### src/rtl/regfile_pkg.sv
// Shared widths and types for the multi-port integer register file.
package regfile_pkg;

    localparam int XLEN_DEF  = 32;
    localparam int NREGS_DEF = 32;
    localparam int AW        = $clog2(NREGS_DEF);

    typedef logic [AW-1:0]       reg_addr_t;
    typedef logic [XLEN_DEF-1:0] xlen_t;

endpackage

### src/rtl/regfile_wr_arb.sv
// Write-port priority resolution for a single register address.
// The highest-indexed enabled port that targets addr_i supplies data_o.
module regfile_wr_arb #(
    parameter int XLEN = 32,
    parameter int AW   = 5,
    parameter int NWR  = 1
) (
    input  logic [NWR-1:0]           wd_en,
    input  logic [NWR-1:0][AW-1:0]   wd_sel,
    input  logic [NWR-1:0][XLEN-1:0] wd_data,
    input  logic [AW-1:0]            addr_i,
    output logic                     hit_o,
    output logic [XLEN-1:0]          data_o
);

    // Ascending scan: a later match overrides an earlier one.
    always_comb begin
        hit_o  = 1'b0;
        data_o = '0;
        for (int j = 0; j < NWR; j++) begin
            if (wd_en[j] && (wd_sel[j] == addr_i)) begin
                hit_o  = 1'b1;
                data_o = wd_data[j];
            end
        end
    end

endmodule

### src/rtl/regfile_mp.sv
// Multi-port integer register file with hardwired x0, optional write bypass,
// optional registered read stage and a per-register busy scoreboard.
module regfile_mp
    import regfile_pkg::*;
#(
    parameter  int XLEN     = XLEN_DEF,
    parameter  int NREGS    = NREGS_DEF,
    parameter  int NRD      = 2,
    parameter  int NWR      = 1,
    parameter  int BYPASS   = 1,
    parameter  int REG_READ = 0,
    localparam int RAW      = $clog2(NREGS)
) (
    input  logic                     clk,
    input  logic                     rst,
    input  logic [NWR-1:0]           wd_en,
    input  logic [NWR-1:0][RAW-1:0]  wd_sel,
    input  logic [NWR-1:0][XLEN-1:0] wd_data,
    input  logic                     rd_en,
    input  logic [NRD-1:0][RAW-1:0]  rs_add,
    output logic [NRD-1:0][XLEN-1:0] rs_data,
    input  logic                     alloc_en,
    input  logic [RAW-1:0]           alloc_sel,
    output logic [NRD-1:0]           rs_busy
);

    logic [XLEN-1:0]              regs_q [NREGS];
    logic [XLEN-1:0]              regs_d [NREGS];
    logic [NREGS-1:0]             busy_q;
    logic [NREGS-1:0]             busy_d;

    logic [NREGS-1:1]             wr_hit;
    logic [NREGS-1:1][XLEN-1:0]   wr_dat;

    logic [NRD-1:0]               rd_hit;
    logic [NRD-1:0][XLEN-1:0]     rd_wdat;
    logic [NRD-1:0][XLEN-1:0]     rd_val;
    logic [NRD-1:0]               busy_val;

    // One arbiter per architectural register (x0 excluded) resolves its write.
    for (genvar r = 1; r < NREGS; r++) begin : g_wr
        regfile_wr_arb #(.XLEN(XLEN), .AW(RAW), .NWR(NWR)) u_arb (
            .wd_en   (wd_en),
            .wd_sel  (wd_sel),
            .wd_data (wd_data),
            .addr_i  (RAW'(r)),
            .hit_o   (wr_hit[r]),
            .data_o  (wr_dat[r])
        );
    end

    // One arbiter per read port supplies same-cycle forwarded write data.
    if (BYPASS != 0) begin : g_byp
        for (genvar i = 0; i < NRD; i++) begin : g_port
            regfile_wr_arb #(.XLEN(XLEN), .AW(RAW), .NWR(NWR)) u_arb (
                .wd_en   (wd_en),
                .wd_sel  (wd_sel),
                .wd_data (wd_data),
                .addr_i  (rs_add[i]),
                .hit_o   (rd_hit[i]),
                .data_o  (rd_wdat[i])
            );
        end
    end else begin : g_nobyp
        assign rd_hit  = '0;
        assign rd_wdat = '0;
    end

    // Next-state of storage and scoreboard; alloc is applied after the write
    // clear so a same-cycle alloc leaves the register busy for the new producer.
    always_comb begin
        regs_d    = regs_q;
        busy_d    = busy_q;
        regs_d[0] = '0;
        busy_d[0] = 1'b0;
        for (int r = 1; r < NREGS; r++) begin
            if (wr_hit[r]) begin
                regs_d[r] = wr_dat[r];
                busy_d[r] = 1'b0;
            end
            if (alloc_en && (alloc_sel == RAW'(r))) begin
                busy_d[r] = 1'b1;
            end
        end
    end

    // Storage and scoreboard registers; reset overrides any write or alloc.
    always_ff @(posedge clk) begin
        if (rst) begin
            for (int r = 0; r < NREGS; r++) begin
                regs_q[r] <= '0;
            end
            busy_q <= '0;
        end else begin
            regs_q <= regs_d;
            busy_q <= busy_d;
        end
    end

    // Per-port read value and busy flag, with x0 forced to zero and not busy.
    always_comb begin
        for (int i = 0; i < NRD; i++) begin
            rd_val[i]   = regs_q[rs_add[i]];
            busy_val[i] = busy_q[rs_add[i]];
            if (rs_add[i] == '0) begin
                rd_val[i]   = '0;
                busy_val[i] = 1'b0;
            end else if (rd_hit[i]) begin
                rd_val[i] = rd_wdat[i];
                if (!(alloc_en && (alloc_sel == rs_add[i]))) begin
                    busy_val[i] = 1'b0;
                end
            end
        end
    end

    assign rs_busy = busy_val;

    if (REG_READ != 0) begin : g_rreg
        logic [NRD-1:0][XLEN-1:0] rs_data_q;

        // Read stage captures on rd_en and holds otherwise.
        always_ff @(posedge clk) begin
            if (rst) begin
                rs_data_q <= '0;
            end else if (rd_en) begin
                rs_data_q <= rd_val;
            end
        end

        assign rs_data = rs_data_q;
    end else begin : g_rcomb
        logic unused_rd_en;
        assign unused_rd_en = rd_en;
        assign rs_data      = rd_val;
    end

endmodule
### config.mk
export PLATFORM = sky130hd
export DESIGN_NAME = regfile_mp
export DESIGN_NICKNAME = d
export VERILOG_FILES = /design/src/rtl/regfile_pkg.sv /design/src/rtl/regfile_wr_arb.sv /design/src/rtl/regfile_mp.sv
export SDC_FILE = /design/constraint.sdc
export NUM_CORES = 2
export LEC_CHECK = 0
export ABC_CLOCK_PERIOD_IN_PS = 3500
export BUFFER_PORTS_ARGS = -buffer_cell sky130_fd_sc_hd__buf_4
export CORE_ASPECT_RATIO = 0.75
export CORE_UTILIZATION = 29
export DETAILED_ROUTE_END_ITERATION = 7
export GPL_ROUTABILITY_DRIVEN = 0
export PLACE_DENSITY = 0.39
export SYNTH_ARGS = -nofsm -noshare
export SYNTH_HDL_FRONTEND = slang
export SYNTH_SLANG_ARGS = --single-unit
### constraint.sdc
create_clock -name clk -period 3.5 [get_ports clk]
set_clock_uncertainty 0.1 [all_clocks]
set_input_delay 0.525 -clock clk [delete_from_list [all_inputs] [get_ports clk]]
set_output_delay 0.525 -clock clk [all_outputs]
set_load 0.02 [all_outputs]
# == Yosys cells after proc, flatten, opt, wreduce, memory -nomap -nowiden ==
# Cells that the tools add are included.
# W data, S select, Z words.
# word_totals
regBits,1056
in_bits,57
out_inout_bits,66
elab_cells,383
# classes
magnitude_cmp,4
n_eq_ne,66
muxes,148
n_bitwise,2
n_reduce_logical,99
# ops
operator,count
$mux W32,41
$bmux W32 S5,2
$eq A5 B5 Y1 const B,32
$mux W1,103
$eq A5 B4 Y1 const B,16
$logic_and A1 B1 Y1,66
$reduce_bool A2 Y1,31
$eq A5 B3 Y1 const B,8
$eq A5 B2 Y1 const B,4
$eq A5 B5 Y1,4
$ge A6 B6 Y1 const B,2
$lt A5 B6 Y1 const B,2
$not A5 Y6,2
$bmux W1 S5,2
$eq A5 B1 Y1 const B,2
$logic_not A5 Y1,2

# == Logic depth before layout (Yosys ltp) ==
# logic_depth
depth_word,6
mapped_depth,9
mapped_depth_nobuf,5

# == Cells and area by module ==
# A second synthesis with hierarchy kept.
# unflattened
cells_unflattened,7447
hier_area_um2,71134.5
# by_module_without_submodules
mod,n_inst,cells_per_inst,area_each_um2,seq_area_each_um2
regfile_mp,1,4840,53008.3,20479.6
regfile_wr_arb,33,79,549.3,0.0

# == Worst setup path after synthesis ==
# OpenSTA, ideal clock, no wires.
# synth_timing
kind,input to output
from,in rs_add[7] (netlist name)
to,out rs_busy[1]
t_arrival_ps,2653
required_time_ps,2875
slack_ps,222
cell_stages,6
n_path_buf,4
cell_sequence,clkbuf_1 > buf_4 > buf_2 > buf_2 > mux2i_1 > a2111oi_0
# synth_via
elab_chain_len,5
elab_cells_between_ends,11
cone_classes,eq/ne: 2; mux: 6; reduce/logical: 3
# synth_lines
item,line,text
"start, declared",regfile_mp.sv:20,"input logic [NRD-1:0][RAW-1:0] rs_add,"
$bmux W1 S5 (tied with other cells),regfile_mp.sv:104,busy_val[i] = busy_q[rs_add[i]];
$mux W1 (implied by the code) (tied with other cells),regfile_mp.sv:104,
"$mux W1, on equally long branches","regfile_mp.sv:110, regfile_wr_arb.sv:21",
$mux W1,regfile_mp.sv:108,end else if (rd_hit[i]) begin
$mux W1 *,regfile_mp.sv:105,if (rs_add[i] == '0) begin
"end, declared",regfile_mp.sv:24,output logic [NRD-1:0] rs_busy
# Every way passes the cells marked *; elsewhere a longest branch is shown, timed or not. The select of a mux whose other input is x is not followed.

==> metrics.md <==
| Metric | Value |
|---|---|
| Status | `complete, but fails checks` |
| Failing checks | `negative setup slack` |
| Hold path endpoint | `busy_q[12]` |
| Vias in the first global route | `44,800` |
| Chip Width | `about 490 um` |
| EDFF count, synth | `0` |
| Design Power | `~28 mW` |
| I/O pins | `roughly 120` |
| Final WS setup | `-0.0230 ns` |
| Finished Layout Cells | `8,507` |
| Tightest Hold Check Type | `primary input to flop` |
| Met2 usage in global routing | `41.3%` |
| Worst-case reg-to-reg path depth | `2` |
| Routing usage on met1 | `around 38%` |
| Tcrit/Tclk final | `101%` |
| Synth Register Bits | `approximately 1,000` |
| H-tree levels | `3` |
| Worst-path maximum fanout | `12` |
| CP Launch Type | `primary input` |
| DR pass1 iterations | `5` |
| Post-CTS Hold Buffers | `0` |
| Hold wc startpoint | `alloc_sel[2]` |
| Post-DP HPWL | `~160 mm` |
| Slew margin rel. | `roughly 18%` |
| Area growth, synth to finish | `19.0%` |
| M3 GR Usage | `approximately 4.0%` |
| CP arrival | `around 2.9 ns` |
| End of the worst register-to-register path | `busy_q[14]` |
| Crit path capture type | `primary output` |
| Hold Fails Final Rpt | `0` |
| Die Area | `between 150,000 and 200,000 um^2` |
| Row count | `134` |
| Routed Antenna Nets | `0` |
| Sequential area share after synthesis | `between 30% and 40%` |
| Mapped Area | `52,300 um^2` |
| Initial antenna violation count | `4` |
| Pin count of the biggest net entering global routing | `roughly 140` |
| Asr flop ratio synth | `0%` |
| Setup-failing EPs final | `2` |
| Power per cell area | `about 450 nW/um^2` |
| Grt ovf | `0` |
| Drt via density | `5.57` |
| Most frequent cells in the layout | `nand2_1 (2,008), a21oi_1 (1,034), dfxtp_1 (1,022)` |
| R2R Path Start | `busy_q[14]` |
| Top_reg_cell synth | `dfxtp_1` |
| Placeable Area | `179,000 um^2` |
| RSZ-0062 raised after global routing | `true` |
| Layout net count | `6,082` |
| Peak supply drop | `approximately 0.00042 V` |
| Lkg Pwr | `approximately 20 nW` |
| Clk_lat worst skew | `0.76 ns` |
| Initial cell density of the core | `29.3%` |
| Clk pin slew, worst setup/hold paths | `roughly 0.06 ns` |
| DRC Markers | `0` |
| Fmax | `approximately 280 MHz` |
| DRT iter0 DRCs | `just under 5,000` |
| Synth Area per Inst | `approximately 8.7 um^2` |
| Post-synth cell types | `46` |
| DRT Wirelength | `251 mm` |
| Global-route wire length before repair | `~350 mm` |
| Least-Margin Pin Slew | `roughly 1.2 ns` |
| Drt wl/cell | `slightly below 30 um` |
| Cts bufs inserted | `roughly 120` |
| Reg2reg setup slack | `~2.7 ns` |
| All-Layer GR Usage | `26.8%` |
| Period minus WS final | `~3.5 ns` |
| Max-slew violation count | `0` |
| WHS Path Cells | `3` |
| Syn nets | `6,100` |
| Synth Warn # | `0` |
| Critical path class | `primary input to primary output` |
| Vias | `approximately 47,000` |
| Cells after DPL | `8,283` |
| Root Buffer | `clkbuf_16` |
| Most common cell after layout, fill and taps aside | `nand2_1` |
| Critical path required time | `between 2 and 3 ns` |
| Layout cells sized above 1 | `about 22%` |
| Clock Path Buffers | `3` |
| Die H | `between 300 and 400 um` |
| Number of max-cap violations | `0` |
| Cell count after synthesis | `a little over 6,000` |
| CTS tree | `done` |
| GRT busiest layer | `met2` |
| Pre-CTS WS | `-0.192 ns` |
| CTS Sinks | `approximately 1,000` |
| I/O Buffers | `between 100 and 150` |
## logic make-up after synthesis
logic type / synth area share, %
AO/OA/AOI/OAI: 15.5
XOR/XNOR: 0.335
buffers and inverters: 5.35
flip-flops: 39.1
multiplexers: 22.2
AND/OR/NAND/NOR: 17.4
## state kept, by name (all words and copies together) (netlist names)
signal and cells:
regs_q 992, busy_q 31
## per-stage QoR
stage | setup TNS (ns) | utilization (%) | cell area (um^2) | hold WS [ns]
2_1_floorplan | 0 | - | 52300 | 0.341
3_3_place_gp | -1.77 | 32.5 | 58000 | 0.349
3_5_place_dp | -1.61 | 32.5 | 58000 | 0.357
4_1_cts | -0.137 | 34.7 | 62000 | 0.0195
5_1_grt | -0.0790 | 34.9 | 62200 | 0.0497
6_report | -0.0310 | 34.9 | 62200 | 0.0756
## routing by layer
layer	part of all wire, %	vias to the layer above	wire length (um)
met2	44	1818	111000
met4	3.9	2	9820
li1	-	21200	-
met1	45	23900	113000
met3	6.8	403	17100
met5	0.0080	-	20
## cell usage after synthesis (all sizes together) (15+ instances only)
master  count  area [um^2]
a21oi    1034         5170
a221oi     71          622
a22o       24          210
a22oi     146         1100
a32o       40          400
and3       15         93.8
buf       152          897
clkbuf    503         1890
dfxtp    1023        20500
mux2       53          597
mux2i     100         1000
mux4      443        10000
nand2    2040         7660
nand3      51          255
nor2      138          518
nor2b      41          257
nor3       25          130
o21ai      19         95.1
o22ai      32          200
## critical path, cell delays in order
cell and delay [ns]:
buf_8 0.17, buf_12 0.16, buf_12 0.18, buf_12 0.19, mux4_2 0.54, mux2i_1 0.33, a21oi_1 0.25, a32o_1 0.34
buf_4 0.17
## layout make-up
type	instances	area, um^2
Sequential cell	1023	20500
Tap cell	2380	2980
Fill cell	18100	116000
Inverter	2	7.51
Antenna cell	2	5.00
Clock buffer	177	3460
Clock inverter	40	438
Timing Repair Buffer	519	5210
Multi-Input combinational cell	4364	29700
## report_power, final
| group | internal (mW) | switching (mW) |
|---|---|---|
| Sequential | 11.7 | 0.0638 |
| Clock | 7.38 | 5.50 |
| Combinational | 1.04 | 2.07 |
| Total | 20.1 | 7.64 |
## timing repair
action	4_1_cts	5_1_grt
setup endpoints to repair	32	34
setup buffers	0	4
cloned	1	1
pin swaps	6	5
gates resized for setup	42	37
## worst max path at each step
| stage | start | endpoint | slack (ns) |
|---|---|---|---|
| global placement | rs_add[0] | rs_data[6] | -0.21 |
| floorplan | rs_add[7] | rs_busy[1] | 0.22 |
| detailed placement | rs_add[0] | rs_data[6] | -0.19 |
| global route | regs_q[30] | rs_data[62] | -0.06 |
| CTS | regs_q[30] | rs_data[30] | -0.08 |
| finish | rs_add[5] | rs_data[50] | -0.02 |
(Power assumes the default switching activity.)
